[config.mk]
export PLATFORM = sky130hd
export DESIGN_NAME = serial_subtractor
export DESIGN_NICKNAME = d
export VERILOG_FILES = /design/src/rtl/serial_sub_pkg.sv /design/src/rtl/full_subtractor.sv /design/src/rtl/serial_subtractor.sv
export SDC_FILE = /design/constraint.sdc
export NUM_CORES = 1
export LEC_CHECK = 0
export ABC_AREA = 1
export BUFFER_PORTS_ARGS = -buffer_cell sky130_fd_sc_hd__buf_2
export CAP_MARGIN = 25
export CORE_MARGIN = 1.5
export CORE_UTILIZATION = 39
export DETAILED_ROUTE_END_ITERATION = 16
export GPL_ROUTABILITY_DRIVEN = 0
export SLEW_MARGIN = 40
export SYNTH_ARGS = -nofsm -noshare
export SYNTH_HDL_FRONTEND = slang
export SYNTH_SLANG_ARGS = --single-unit
[constraint.sdc]
create_clock -name clk -period 3.2 [get_ports clk]
set_input_delay 0.16 -clock clk [delete_from_list [all_inputs] [get_ports clk]]
set_output_delay 0.16 -clock clk [all_outputs]
set_load 0.02 [all_outputs]
[src/rtl/serial_sub_pkg.sv]
// Purpose : shared state encoding and default width for the bit-serial subtractor.
// Latency : n/a (declarations only).
// Backpressure: n/a.
package serial_sub_pkg;

   localparam int DEFAULT_WIDTH = 8;

   // Code 2'd3 is unused; the FSM steers it back to ST_IDLE.
   typedef enum logic [1:0] {
      ST_IDLE  = 2'd0,
      ST_SHIFT = 2'd1,
      ST_DONE  = 2'd2
   } state_t;

endpackage

[src/rtl/full_subtractor.sv]
// Purpose : one-bit full subtractor, d = x - y - bin with borrow out.
// Latency : combinational.
// Backpressure: none.
// Ports   : x (minuend bit), y (subtrahend bit), bin (borrow in),
//           d (difference bit), bout (borrow out).
module full_subtractor (
   input  logic x,
   input  logic y,
   input  logic bin,
   output logic d,
   output logic bout
);

   assign d    = x ^ y ^ bin;
   // Borrow when x=0,y=1, or when x==y and a borrow is already pending.
   assign bout = (~x & y) | (~(x ^ y) & bin);

endmodule

[src/rtl/serial_subtractor.sv]
// Purpose : bit-serial two's-complement subtractor, diff = a - b, LSB first.
// Latency : WIDTH+1 edges from the accepted start edge to the done pulse.
// Backpressure: start is ignored while busy; accepted in IDLE or the DONE cycle.
// Ports   : clk, rst (async, active high), start, a, b  -> busy, done, diff, bout.
//           diff/bout are valid with done and held until the next accepted start.
module serial_subtractor
   import serial_sub_pkg::*;
#(
   parameter int WIDTH = DEFAULT_WIDTH
) (
   input  logic             clk,
   input  logic             rst,
   input  logic             start,
   input  logic [WIDTH-1:0] a,
   input  logic [WIDTH-1:0] b,
   output logic             busy,
   output logic             done,
   output logic [WIDTH-1:0] diff,
   output logic             bout
);

   localparam int CW = (WIDTH > 1) ? $clog2(WIDTH) : 1;
   localparam logic [CW-1:0] LAST = CW'(WIDTH - 1);

   state_t           state;
   state_t           state_nxt;
   logic             accept;
   logic [WIDTH-1:0] a_sr;
   logic [WIDTH-1:0] b_sr;
   logic             bor;
   logic [CW-1:0]    cnt;
   logic             bit_d;
   logic             bit_b;

   full_subtractor u_fs (
      .x    (a_sr[0]),
      .y    (b_sr[0]),
      .bin  (bor),
      .d    (bit_d),
      .bout (bit_b)
   );

   always_ff @(posedge clk or posedge rst) begin
      if (rst) begin
         state <= ST_IDLE;
      end else begin
         state <= state_nxt;
      end
   end

   // busy/done decode straight from the state register, so they are glitch-free
   // and mutually exclusive.
   always_comb begin
      state_nxt = ST_IDLE;
      accept    = 1'b0;
      busy      = 1'b0;
      done      = 1'b0;
      case (state)
         ST_IDLE: begin
            if (start) begin
               accept    = 1'b1;
               state_nxt = ST_SHIFT;
            end else begin
               state_nxt = ST_IDLE;
            end
         end
         ST_SHIFT: begin
            busy      = 1'b1;
            state_nxt = (cnt == LAST) ? ST_DONE : ST_SHIFT;
         end
         ST_DONE: begin
            done = 1'b1;
            // start during the done cycle chains straight into the next op.
            if (start) begin
               accept    = 1'b1;
               state_nxt = ST_SHIFT;
            end else begin
               state_nxt = ST_IDLE;
            end
         end
         default: state_nxt = ST_IDLE;
      endcase
   end

   always_ff @(posedge clk or posedge rst) begin
      if (rst) begin
         a_sr <= '0;
         b_sr <= '0;
         bor  <= 1'b0;
         cnt  <= '0;
         diff <= '0;
         bout <= 1'b0;
      end else if (accept) begin
         a_sr <= a;
         b_sr <= b;
         bor  <= 1'b0;
         cnt  <= '0;
      end else if (state == ST_SHIFT) begin
         a_sr <= a_sr >> 1;
         b_sr <= b_sr >> 1;
         // After WIDTH shifts the first (LSB) difference bit lands at diff[0].
         diff <= {bit_d, diff[WIDTH-1:1]};
         bor  <= bit_b;
         cnt  <= cnt + 1'b1;
         if (cnt == LAST) begin
            bout <= bit_b;
         end
      end
   end

endmodule

==> results of run 1 <==
[layout by cell type, fill, tap and decap left out]
| cell type | synthesis | layout |
|---|---|---|
| sky130_fd_sc_hd__nand2_1 | 87 | 87 |
| sky130_fd_sc_hd__dfrtp_1 | 31 | 31 |
| sky130_fd_sc_hd__buf_2 | 0 | 29 |
| sky130_fd_sc_hd__inv_1 | 27 | 26 |
| sky130_fd_sc_hd__nand3_1 | 21 | 21 |
| sky130_fd_sc_hd__clkbuf_8 | 0 | 7 |
| sky130_fd_sc_hd__inv_2 | 2 | 3 |
| sky130_fd_sc_hd__nor2_1 | 3 | 3 |
| sky130_fd_sc_hd__nand2_4 | 2 | 2 |
| sky130_fd_sc_hd__o21ai_1 | 2 | 2 |
| sky130_fd_sc_hd__o21ai_0 | 2 | 2 |
| sky130_fd_sc_hd__ha_1 | 2 | 2 |
| sky130_fd_sc_hd__nand2_8 | 1 | 1 |
| sky130_fd_sc_hd__inv_4 | 1 | 1 |
| sky130_fd_sc_hd__nor2_4 | 1 | 1 |
| sky130_fd_sc_hd__nor2_2 | 1 | 1 |
| sky130_fd_sc_hd__a21oi_1 | 1 | 1 |
| sky130_fd_sc_hd__fa_1 | 1 | 1 |
| sky130_fd_sc_hd__clkinvlp_4 | 0 | 1 |
| sky130_fd_sc_hd__dlygate4sd3_1 | 0 | 1 |
| sky130_fd_sc_hd__buf_4 | 3 | 1 |
[metrics by stage]
stage | setup slack (ps) | utilization [%]
2_1_floorplan | 2120 | -
3_3_place_gp | 1560 | 45.5
3_5_place_dp | 1520 | 45.5
4_1_cts | 1190 | 48.5
5_1_grt | 1100 | 48.5
6_report | 1220 | 48.5
[layout make-up]
cell class	count	area, sq um
Clock inverter	1	7.51
Multi-Input combinational cell	124	573
Fill cell	379	1900
Timing Repair Buffer	31	163
Inverter	30	115
Clock buffer	7	96.3
Tap cell	48	60.1
Sequential cell	31	776
[critical path: stages, from the launching register on]
cell	delay (ps)
sky130_fd_sc_hd__dfrtp_1	630
sky130_fd_sc_hd__inv_2	220
sky130_fd_sc_hd__nor2_2	430
sky130_fd_sc_hd__buf_2	260
[what timing repair did]
| action | in CTS | in global routing |
|---|---|---|
| endpoints found under the setup margin | 0 | 0 |
| hold endpoints to repair | 23 | 0 |
| hold buffers | 1 | 0 |
[power breakdown]
| part | switching, W | internal, W | total (W) |
|---|---|---|---|
| registers | 0.000120 | 0.000575 | 0.000695 |
| logic | 0.000484 | 0.000255 | 0.000739 |
| clock network | 0.000149 | 0.000196 | 0.000345 |
[kinds of logic (layout without fill, tap and decap cells)]
| logic type | count (synthesis) | after routing | synth area share [%] |
|---|---|---|---|
| compound gates | 5 | 5 | 1.65 |
| fa+ha+maj | 3 | 3 | 2.96 |
| buf+inv | 36 | 69 | 11.3 |
| flops | 31 | 31 | 51.0 |
| simple gates | 116 | 116 | 33.1 |
[Yosys cell counts]
cell type / count / area (sq um)
sky130_fd_sc_hd__buf_4: 3 / 22.5
sky130_fd_sc_hd__buf_6: 3 / 33.8
sky130_fd_sc_hd__o21ai_1: 2 / 10.0
sky130_fd_sc_hd__nand3_1: 21 / 105
sky130_fd_sc_hd__inv_2: 2 / 7.51
sky130_fd_sc_hd__a21oi_1: 1 / 5.00
sky130_fd_sc_hd__nand2_1: 87 / 327
sky130_fd_sc_hd__ha_1: 2 / 25.0
sky130_fd_sc_hd__inv_4: 1 / 6.26
sky130_fd_sc_hd__dfrtp_1: 31 / 776
sky130_fd_sc_hd__o21ai_0: 2 / 10.0
sky130_fd_sc_hd__nand2_8: 1 / 20.0
sky130_fd_sc_hd__fa_1: 1 / 20.0
sky130_fd_sc_hd__nor2_4: 1 / 11.3
sky130_fd_sc_hd__nor2_1: 3 / 11.3
sky130_fd_sc_hd__inv_1: 27 / 101
sky130_fd_sc_hd__nor2_2: 1 / 6.26
sky130_fd_sc_hd__nand2_4: 2 / 22.5
[flip-flops by register name, summed over array words and instances, names as in the netlist]
| signal | flops |
|---|---|
| bor | 1 |
| cnt | 3 |
| b_sr | 8 |
| bout | 1 |
| a_sr | 8 |
| diff | 8 |
| state | 2 |
[how the worst max path moves through the flow]
stage	from	end	slack (ps)
2_1_floorplan	state[0]	a_sr[2]	2120
3_3_place_gp	state[0]	busy	1560
3_5_place_dp	state[0]	busy	1520
4_1_cts	state[0]	busy	1190
5_1_grt	state[0]	busy	1100
6_report	state[0]	busy	1220
[routing by layer]
| layer | wire length (um) | GRT usage, % | part of all wire, % | up-vias |
|---|---|---|---|---|
| met3 | 105 | 4.11 | 3.6 | 4 |
| met5 | 0 | 0 | 0 | - |
| met4 | 21 | 6.25 | 0.73 | 0 |
| met2 | 1320 | 23.9 | 46 | 20 |
| met1 | 1440 | 19.4 | 50 | 528 |
| li1 | - | - | - | 632 |
==> results summary, run 1 <==
The run finished with clean final reports. After clock tree synthesis, the setup repair step added 0 buffers. The max-slew violation count came to 0. The reg-to-reg setup timing slack is 1640 ps. The cell area after placement came out at 1680 sq um. The worst register-to-register path ends at cnt[0]. The number of non-filler instances in the completed layout is 272. The port buffer count came out at 29. The final design instance area without fill came out at 1790 sq um. The net count of the finished layout is 245.

In this run the mean area of a mapped cell was 7.96 sq um. The total power draw came out at 0.00178 W. The leakage power summed over all cells came out at 1.05 nW. The summed instance area of the synthesized netlist is 1520 sq um. The worst hold slack came out at 77.8 ps. The total area inside the core boundary comes to 3690 sq um. The hold path endpoint is b_sr[7]. The vertical die dimension came out at 65.4 um. The kind of critical path is reg -> out. The starting density of the core is 41.2%. The critical path launch point type is a flop. Sequential elements use 51.0% of the synthesized area. Clock-pin slew was measured on the worst setup and hold paths at 60 ps. The horizontal die dimension is 65.4 um. The count of warnings emitted by yosys came out at 0. The share of the clock period used by the worst path is 61.9%. Counting cells, the worst reg-to-reg path comes to 4.

30 I/O pins were placed. The repair_antennas step left the layout with diodes totalling 0. The total placed cells including tap cells came out at 263. Entering global routing, the biggest net connects 25 pins. The clock skew is 11.5 ps. The die footprint came out at 4280 sq um. The site row count is 22. The H-tree depth is 2. The number of distinct library cell variants in the gate-level netlist after synthesis is 18. The overflow left after global routing is 0. The largest fanout on the critical path came out at 13. The number of clock buffers added by TritonCTS is 5. Clock tree synthesis found a total of 31 sinks. The number of iterations in the first detailed-routing pass came out at 6. The number of flip-flops and latches in the synthesized netlist is 31. In the final timing run, aggregate negative setup slack is 0 ps. The post-cts sizing count is 0.

TritonCTS built the clock tree. The via count of the first global-routing pass came out at 1087. The start point of the worst hold path is b[7]. Static timing analysis puts the maximum clock frequency at 505 MHz.

The maximum ir drop on the vdd rail is 0.000366 V. Dividing total power by cell area gives a power density of 993 nW/um^2. The worst register-to-register path begins at state[0].

The max-cap check violation count came out at 0. The worst hold path belongs to the class in -> reg. The number of stages on the worst hold path is 3. Synthesis handed over a netlist of 191 instances. Measured against its own limit, the worst slew margin works out to 66.2%. The worst setup path is captured at an output port. The remaining antenna violation count came out at 0.

In the final routed layout, each cell accounts on average for 10.6 um. Setup repair after global routing left no endpoint under its margin. In the routed design, unresolved DRC markers number 0. The HPWL reported at the end of detailed placement is 1940 um. The total wire length is 2890 um. The transition time at the pin with the least slew margin is 506 ps. Data on the critical path arrives at its endpoint at 1820 ps. The endpoint required time on the critical path is 3040 ps. The clock latency on the worst-skew pair is 280 ps. The tree is rooted in a sky130_fd_sc_hd__clkbuf_8. In this run, the number of DRC markers left after iteration 0 of detailed routing was 82.

The initial antenna violation count came to 0. Subtracting the final worst setup slack from the clock period gives 1980 ps. Setup violations remaining at the end of the flow were counted as 0. Global routing used 15.1% of the available tracks.

The total count of hold-check failures in the final report is 0. The routed via count divided by cell count came out at 4.35. The first-pass GRT wire length came out at 4860 um. The total vias in the final route came out at 1184.

The maximum buffer depth of the clock tree is 2. The ratio of cells with drive above 1 in the final layout came out at 21.0%. The synthesized net count came out at 213.

The synthesis-to-finish area growth is 17.8%.
(Power assumes the default switching activity.)
==> run 2: changes to the inputs <==
ABC_AREA = 0   (was 1)
clock period = 1.64 ns   (was 3.2 ns; I/O delays follow)
==> run 2 against run 1 <==
Final cell count is 22% lower. Global-route usage shrank 0.18 points. First-iteration DRC count fell by 50%. Critical path depth unchanged. Synthesized area is 6.4% lower.
==> results summary, run 2 <==
The first-pass GRT wire length came out at 4640 um (-4.6%). The maximum ir drop on the vdd rail is 0.00107 V (+190%). The port buffer count is 29 (unchanged). The commonest cells after synthesis are 31 x sky130_fd_sc_hd__dfrtp_1, 25 x sky130_fd_sc_hd__nand2_1, 14 x sky130_fd_sc_hd__nor2_1, 14 x sky130_fd_sc_hd__o22ai_1, 11 x sky130_fd_sc_hd__nor3_2. The transition time at the pin with the least slew margin came out at 586 ps (+79.9 ps). The number of iterations in the first detailed-routing pass was 4 (-2). The HPWL reported at the end of detailed placement came out at 1830 um (-5.8%). The critical path arrival was 1410 ps (-410 ps). The library cells used most frequently in the layout, excluding fill and tap cells, are 31 x sky130_fd_sc_hd__dfrtp_1, 29 x sky130_fd_sc_hd__buf_2, 25 x sky130_fd_sc_hd__nand2_1, 14 x sky130_fd_sc_hd__o22ai_1, 14 x sky130_fd_sc_hd__nor2_1. The largest fanout on the critical path came out at 24 (+11).

The reg-to-reg setup timing slack is 270 ps (-1370 ps). TritonCTS built the clock tree. The run finished with clean final reports. The total global-route track usage was 14.9% (-0.18 points).

The final number of setup-violating endpoints came to 0 (unchanged). The largest net degree at the start of global routing is 32 (+28%). The worst stage delay on the critical path is 440 ps (-190 ps). The count of buffering cells on the critical path with inverters included is 2 (unchanged). The die footprint is 4020 sq um (-6.1%). The area growth from synthesis to layout is 16.8%.

The tightest slew margin relative to the limit came out at 60.9% (-5.3 points). The pre-CTS worst setup slack is 280 ps (-1240 ps). Among all cell types in the netlist, the one instantiated most often is sky130_fd_sc_hd__dfrtp_1.

The number of synthesized flops with an enable pin came to 0 (unchanged). The largest individual stage delay along the critical path comes from the cell sky130_fd_sc_hd__dfrtp_1. In the post-synthesis netlist, the biggest area contributors are sky130_fd_sc_hd__dfrtp_1 55%, sky130_fd_sc_hd__nor3_2 7.7%, sky130_fd_sc_hd__nand2_1 6.6%. The leakage power summed over all cells is 0.823 nW (-21%). The final worst-path setup slack is 145 ps (-1070 ps).

Setup repair after global routing left no endpoint under its margin. The initial antenna violation count is 0 (unchanged). Static timing analysis puts the maximum clock frequency at 669 MHz. The final routed DRC violation total came out at 0 (unchanged). The ratio of cells with drive above 1 in the final layout is 32.5% (+12 points). The share of the clock period used by the worst path came out at 91.2%.

The largest registers in the layout are a_sr x8, b_sr x8, diff x8. The startpoint identified for the worst register-to-register timing path is state[0]. The number of distinct library cell variants in the gate-level netlist after synthesis is 25 (+7). The total stage count of the critical path is 3 (unchanged). STA classifies the critical path endpoint as an output port. The filler cell count in the final layout is 328 (-13%). The horizontal die dimension came to 63.4 um (-3.1%). The site row count came out at 21 (-4.5%).

The number of cells produced by synthesis is 131 (-31%). The mean instance size in the synthesized netlist came out at 10.9 sq um (+36%). The critical path starts at state[0]. The library cell occupying the most area in the post-synthesis netlist is sky130_fd_sc_hd__dfrtp_1. The clock skew came out at 9.10 ps (-2.35 ps). The per-cell routed wire length came out at 12.7 um (+20%).

The worst setup path is of the reg -> out kind. The setup TNS after final layout came out at 0 ps (unchanged). The share of synthesized registers carrying an async set or reset is 100% (unchanged). The diode insertion count for antenna repair was 0 (unchanged). The CTS buffer count came out at 5 (unchanged).

The library cell used most frequently in the layout, excluding fill and tap cells, is sky130_fd_sc_hd__dfrtp_1. The count of warnings emitted by yosys came out at 0 (unchanged). The endpoint required time on the critical path came out at 1560 ps (-1480 ps). The total wire length came to 2700 um (-6.6%). The cell area after placement is 1560 sq um (-6.8%). The critical path's top delay family is flip-flops. The area share of the largest cell type after synthesis is 54.5% (+3.5 points). The depth of the most critical reg-to-reg path came out at 4 (unchanged). The total vias in the final route is 1022 (-14%). The worst setup path is launched from a flop. The CTS clock-pin slew for the worst setup and hold paths came to 90 ps (+30 ps). The remaining antenna violation count was 0 (unchanged). The clock latency on the worst-skew pair was 320 ps (+40 ps). The maximum buffer depth of the clock tree is 2 (unchanged). The violation count after the first detailed-routing iteration came out at 41 (-50%). The power density normalized to cell area came out at 2000 nW/um^2 (+100%). The summed instance area of the synthesized netlist came to 1420 sq um (-6.4%). The number of flip-flops and latches in the synthesized netlist came out at 31 (unchanged). The top flip-flop cell by instance count after synthesis is sky130_fd_sc_hd__dfrtp_1. The net count of the finished layout came out at 187 (-24%).

Walking the worst path, the cells encountered are nand2b_1 -> clkinv_8 -> buf_2. The shortest clock period the worst path allows after layout is 1500 ps. The routed via count divided by cell count came out at 4.82 (+11%). The count of pins on the block boundary was 30 (unchanged). The H-tree depth is 2 (unchanged). The post-synthesis sequential area ratio is 54.5% (+3.5 points).

The total count of hold-check failures in the final report came to 0 (unchanged). The max-cap check violation count came out at 0 (unchanged). The synthesized net count came to 153 (-28%). The max-slew violation count is 0 (unchanged). The number of sinks on the clock net is 31 (unchanged). The starting density of the core came out at 41.6% (+0.43 points). The worst register-to-register path ends at b_sr[0]. The vertical die dimension is 63.4 um (-3.1%).

The worst hold-check path type is in -> reg. The via count of the first global-routing pass was 1012 (-6.9%). CTS placed an instance of sky130_fd_sc_hd__clkbuf_4 at the clock tree root. In this run the worst setup path terminates at busy. The count of buffers added by post-CTS timing repair for setup was 0 (unchanged). The core region area is 3420 sq um (-7.4%). The overflow left after global routing is 0 (unchanged). The final design instance area without fill came to 1660 sq um (-7.2%).
run 2: worst min-delay path by stage:
stage / to / slack, ps / cells after the start / startpoint
after floorplan: a_sr[0] / 190 / 1 / rst
after detailed placement: diff[0] / 180 / 3 / rst
final: a_sr[3] / 30 / 3 / a[3]
after global routing: a_sr[3] / 20 / 3 / a[3]
after CTS: a_sr[3] / 20 / 3 / a[3]
after global placement: a_sr[2] / 180 / 3 / rst
run 2: cell type report:
| type | count | area, sq um | share of cell area (%) |
|---|---|---|---|
| timing repair buffer | 36 | 205 | 12.3 |
| inverter | 5 | 31.3 | 1.88 |
| clock buffer | 8 | 68.8 | 4.14 |
| tap | 46 | 57.6 | 3.46 |
| sequential | 31 | 776 | 46.7 |
| multi-input combinational | 86 | 523 | 31.5 |
run 2: cell families (layout without fill, tap and decap cells):
logic type	count (synthesis)	count (layout)	synth area share, %
AND/OR/NAND/NOR	59	59	22.2
AO/OA/AOI/OAI	23	23	10.6
buffers and inverters	14	49	8.71
adder cells (fa/ha/maj)	3	3	3.17
multiplexers	1	1	0.792
flip-flops	31	31	54.5
run 2: through the flow:
stage / power [W] / instances / util, % / hold slack [ps]
final: 0.00332 / 212 / 48.6 / 27.7
after global routing: 0.00361 / 212 / 48.6 / 16.8
after CTS: 0.00336 / 212 / 48.6 / 20.3
after detailed placement: 0.00285 / 201 / 45.8 / 184
after global placement: 0.00279 / 201 / 45.8 / 175
after floorplan: 0.00261 / 131 / - / 186
run 2: worst reg2reg max path, cell delays in order, from the launching register on:
cell and delay [ps]:
sky130_fd_sc_hd__dfrtp_1 440, sky130_fd_sc_hd__nand2b_1 260, sky130_fd_sc_hd__buf_4 330, sky130_fd_sc_hd__o22ai_1 130
sky130_fd_sc_hd__a21oi_1 140
run 2: repair_timing:
action,in CTS,in global routing
resized for setup,0,0
hold buffers,3,0
endpoints found under the hold margin,33,0
run 2: report_power, final:
part / internal [W] / switching, W / leakage [nW] / total (W)
sequential: 0.00113 / 0.000236 / 0.378 / 0.00137
clock: 0.000252 / 0.000251 / 0.0386 / 0.000503
combinational: 0.000566 / 0.000887 / 0.406 / 0.00145
run 2: per-layer routing:
metal / routed length (um) / track usage (%)
met1: 1290 / 19.8
met4: 24 / 5.71
met5: 0 / 0
met2: 1260 / 22.2
met3: 122 / 5.18
==> run 3: changes to the inputs <==
CTS_CLUSTER_SIZE = 28   (was unset)
SYNTH_HIERARCHICAL = 1   (was unset)
clock period = 1.7 ns   (was 1.64 ns; I/O delays follow)
==> run 3 against run 2 <==
Routed wire length rose by 2.8%. Hold slack better by 35 ps. Sequential share of layout area decreased by 2.8 points. Critical path type is now reg -> reg. Via count grew 8.3%. Critical endpoint is now bout. Die area up 4.3%.
==> results summary, run 3 <==
The hold-fix buffer count after cts came out at 1 (-2). STA classifies the critical path endpoint as a flop. The met2 layer wire length in the routed design came out at 1400 um (+11%). The total count of hold-check failures in the final report is 0 (unchanged).

The per-cell routed wire length is 12.2 um (-4.0%). The pre-CTS worst setup slack is 384 ps (+104 ps). The worst path uses 77.8% of the clock period.

The vertical die dimension came out at 64.7 um (+2.1%). The register share of total power is 41.3% (+0.2 points). The via count of the first global-routing pass came to 1105 (+9.2%).

The final routed DRC violation total was 0 (unchanged). The fraction of power consumed by combinational cells came out at 41.7% (-2.1 points). sky130_fd_sc_hd__dfrtp_1 is the most common cell in the netlist.

The number of distinct library cell variants in the gate-level netlist after synthesis is 26 (+4.0%). The top flip-flop cell by instance count after synthesis is sky130_fd_sc_hd__dfrtp_1. The count of buffers added by post-CTS timing repair for setup came out at 0 (unchanged). The tightest slew margin relative to the limit came out at 74.0% (+13 points). The overflow left after global routing came out at 0 (unchanged). The count of pins on the block boundary is 30 (unchanged).

The number of cells produced by synthesis is 146 (+11%). The filler cell count in the final layout came out at 344 (+4.9%). The CTS clock-pin slew for the worst setup and hold paths came out at 70 ps (-20 ps). The summed instance area of the synthesized netlist is 1490 sq um (+4.5%). The remaining antenna violation count came out at 0 (unchanged). The die footprint is 4190 sq um (+4.3%). The post-synthesis sequential area ratio is 52.2% (-2.3 points).

The post-cts sizing count came out at 0 (unchanged). By area the synthesized netlist is led by sky130_fd_sc_hd__dfrtp_1 52%, sky130_fd_sc_hd__mux2i_1 8.1%, sky130_fd_sc_hd__nand2_1 6.3%. The share of synthesized registers carrying an async set or reset is 100% (unchanged).

The CTS buffer count was 5 (unchanged). The horizontal die dimension came out at 64.7 um (+2.1%). The leakage power summed over all cells was 0.840 nW (+2.1%). The max-cap check violation count is 0 (unchanged). The total global-route track usage was 15.8% (+0.87 points).

The count of warnings emitted by yosys came out at 6 (+6). The violation count after the first detailed-routing iteration is 39 (-4.9%). The shortest clock period the worst path allows after layout came out at 1320 ps. The net count of the finished layout came out at 200 (+7.0%). After synthesis, the most frequently instantiated cells are 31 x sky130_fd_sc_hd__dfrtp_1, 25 x sky130_fd_sc_hd__nand2_1, 12 x sky130_fd_sc_hd__mux2i_1, 12 x sky130_fd_sc_hd__nor2b_1.

Leaving out fill and tap cells, the most frequent cell in the layout is sky130_fd_sc_hd__dfrtp_1. The transition time at the pin with the least slew margin came out at 390 ps (-196 ps). The total vias in the final route is 1107 (+8.3%). The synthesized net count is 168 (+9.8%). The post-route met1 wirelength was 1190 um (-7.3%). The diode insertion count for antenna repair is 0 (unchanged).

The max-slew violation count is 0 (unchanged). The internal power summed over all cells was 0.00195 W (about the same). The switching power summed over all nets came out at 0.00124 W (-9.4%). The HPWL reported at the end of detailed placement is 1920 um (+5.2%). The port buffer count is 29 (unchanged).

The H-tree depth came to 2 (unchanged). The CTS tree is done. The critical path arrival is 1480 ps (+70 ps). The highest achievable clock rate is 756 MHz. The start point of the worst hold path is a[6].

The number of synthesized flops with an enable pin is 0 (unchanged). The critical path launch point type is a flop. The top cell types in the final layout, fill and taps aside, are 31 x sky130_fd_sc_hd__dfrtp_1, 29 x sky130_fd_sc_hd__buf_2, 25 x sky130_fd_sc_hd__nand2_1, 12 x sky130_fd_sc_hd__nor2b_1, 12 x sky130_fd_sc_hd__mux2i_1.

The maximum buffer depth of the clock tree was 2 (unchanged). Setup repair after global routing left no endpoint under its margin. The flow ran to the end, and the final reports show no timing, DRC or antenna violations. The most critical setup path has its startpoint at cnt[0]. The number of sinks on the clock net was 31 (unchanged).

The core region area is 3660 sq um (+7.2%). The power density normalized to cell area is 1810 nW/um^2 (-9.6%). The ratio of cells with drive above 1 in the final layout is 25.7% (-6.8 points). The highest metal layer carrying signal wires in the routed design is met4. By startpoint and endpoint, the worst setup path is classified as reg -> reg. The clock group share of total power came to 16.9% (+1.8 points).

The buffer type at the clock tree root is sky130_fd_sc_hd__clkbuf_8. The worst hold path belongs to the class in -> reg. The first-pass GRT wire length is 4820 um (+3.9%). The starting density of the core came out at 40.6% (-1.0 points). The synthesized design spends more area on one cell type than any other, namely sky130_fd_sc_hd__dfrtp_1. The clock skew came out at 7.29 ps (-1.82 ps). The total wire length is 2780 um (+2.8%). In this run the critical register-to-register path is launched from cnt[0]. The synthesis-to-finish area growth is 18.9%. The largest fanout on the critical path came out at 3 (-88%). The net switching share of the total power was 39.0% (-2.4 points). The endpoint required time on the critical path came out at 1860 ps (+300 ps). The setup TNS after final layout is 0 ps (unchanged). The routed via count divided by cell count came out at 4.88 (+1.2%). The clock latency on the worst-skew pair is 280 ps (-40 ps). The largest registers in the layout are a_sr x8, b_sr x8, diff x8. The mean instance size in the synthesized netlist is 10.2 sq um (-6.2%). The maximum ir drop on the vdd rail is 0.000624 V (-42%). The largest net degree at the start of global routing came out at 32 (unchanged).

The area share of the largest cell type after synthesis is 52.2% (-2.3 points). The met3 wire length came out at 147 um (+20%). The site row count was 22 (+4.8%).

The final number of setup-violating endpoints is 0 (unchanged). The number of flip-flops and latches in the synthesized netlist is 31 (unchanged). The final worst-path setup slack is 378 ps (+234 ps). The initial antenna violation count is 0 (unchanged).

The number of iterations in the first detailed-routing pass came out at 3 (-1).
## run 3: cell count changes after synthesis, moves of 5 or more
cell	delta
sky130_fd_sc_hd__mux2i_1	+12
sky130_fd_sc_hd__nor3_2	-11
sky130_fd_sc_hd__o22ai_1	-11
sky130_fd_sc_hd__a211oi_1	+10
sky130_fd_sc_hd__nor2b_1	+10
sky130_fd_sc_hd__a21oi_1	+9
sky130_fd_sc_hd__nor2_1	-9
sky130_fd_sc_hd__buf_2	+5
## run 3: layout make-up
class	instances	area (sq um)	share of cell area (%)
Timing Repair Buffer	35	193	10.9
Inverter	5	21.3	1.20
Multi-Input combinational cell	100	633	35.8
Tap cell	48	60.1	3.40
Sequential cell	31	776	43.9
Clock buffer	5	68.8	3.90
Clock inverter	3	15.0	0.850
## run 3: power groups by stage
stage                     sequential [W]  combinational [W]  clock [W]
final                            0.00132            0.00133   0.000541
after global placement           0.00132            0.00131          0
after global routing             0.00137            0.00151   0.000620
after floorplan                  0.00139           0.000969          0
after CTS                        0.00133            0.00136   0.000571
after detailed placement         0.00133            0.00136          0
## run 3: stage by stage
step	hold WS, ps	std cells	utilization [%]	instance area (sq um)	power (W)
2_1_floorplan	189	146	-	1490	0.00236
3_3_place_gp	180	218	45.7	1670	0.00263
3_5_place_dp	187	218	45.7	1670	0.00269
4_1_cts	58.5	227	48.3	1770	0.00326
5_1_grt	63.3	227	48.3	1770	0.00351
6_report	62.5	227	48.3	1770	0.00319
## run 3: path summary, 6_finish.rpt
kind | to | slack, ps | depth (start not counted)
worst max-delay path | bout | 380 | 4
worst min-delay path | a_sr[6] | 60 | 3
worst max register to register | bout | 380 | 4
worst min register to register | diff[0] | 480 | 2
max in group asynchronous | diff[4] | 980 | 4
min in group asynchronous | a_sr[5] | 430 | 4
## run 3: cells by family after synthesis
logic type	Yosys count	share of synthesized area [%]
muxes	14	9.85
and+or+nand+nor	52	16.4
buffers and inverters	15	5.22
AOI/OAI and AO/OA	31	13.3
adders and majority gates	3	3.03
DFF	31	52.2
## run 3: routing by layer
layer | global-route usage [%] | vias up
met5 | 0 | -
met4 | 7.18 | 0
li1 | - | 565
met2 | 26.8 | 24
met3 | 7.12 | 2
met1 | 16.6 | 516
## run 3: worst max-delay path: stages, from the launching register on
cell                      delay [ps]
sky130_fd_sc_hd__dfrtp_1         390
sky130_fd_sc_hd__ha_1            200
sky130_fd_sc_hd__ha_1            180
sky130_fd_sc_hd__and2_4          140
sky130_fd_sc_hd__mux2_4          290
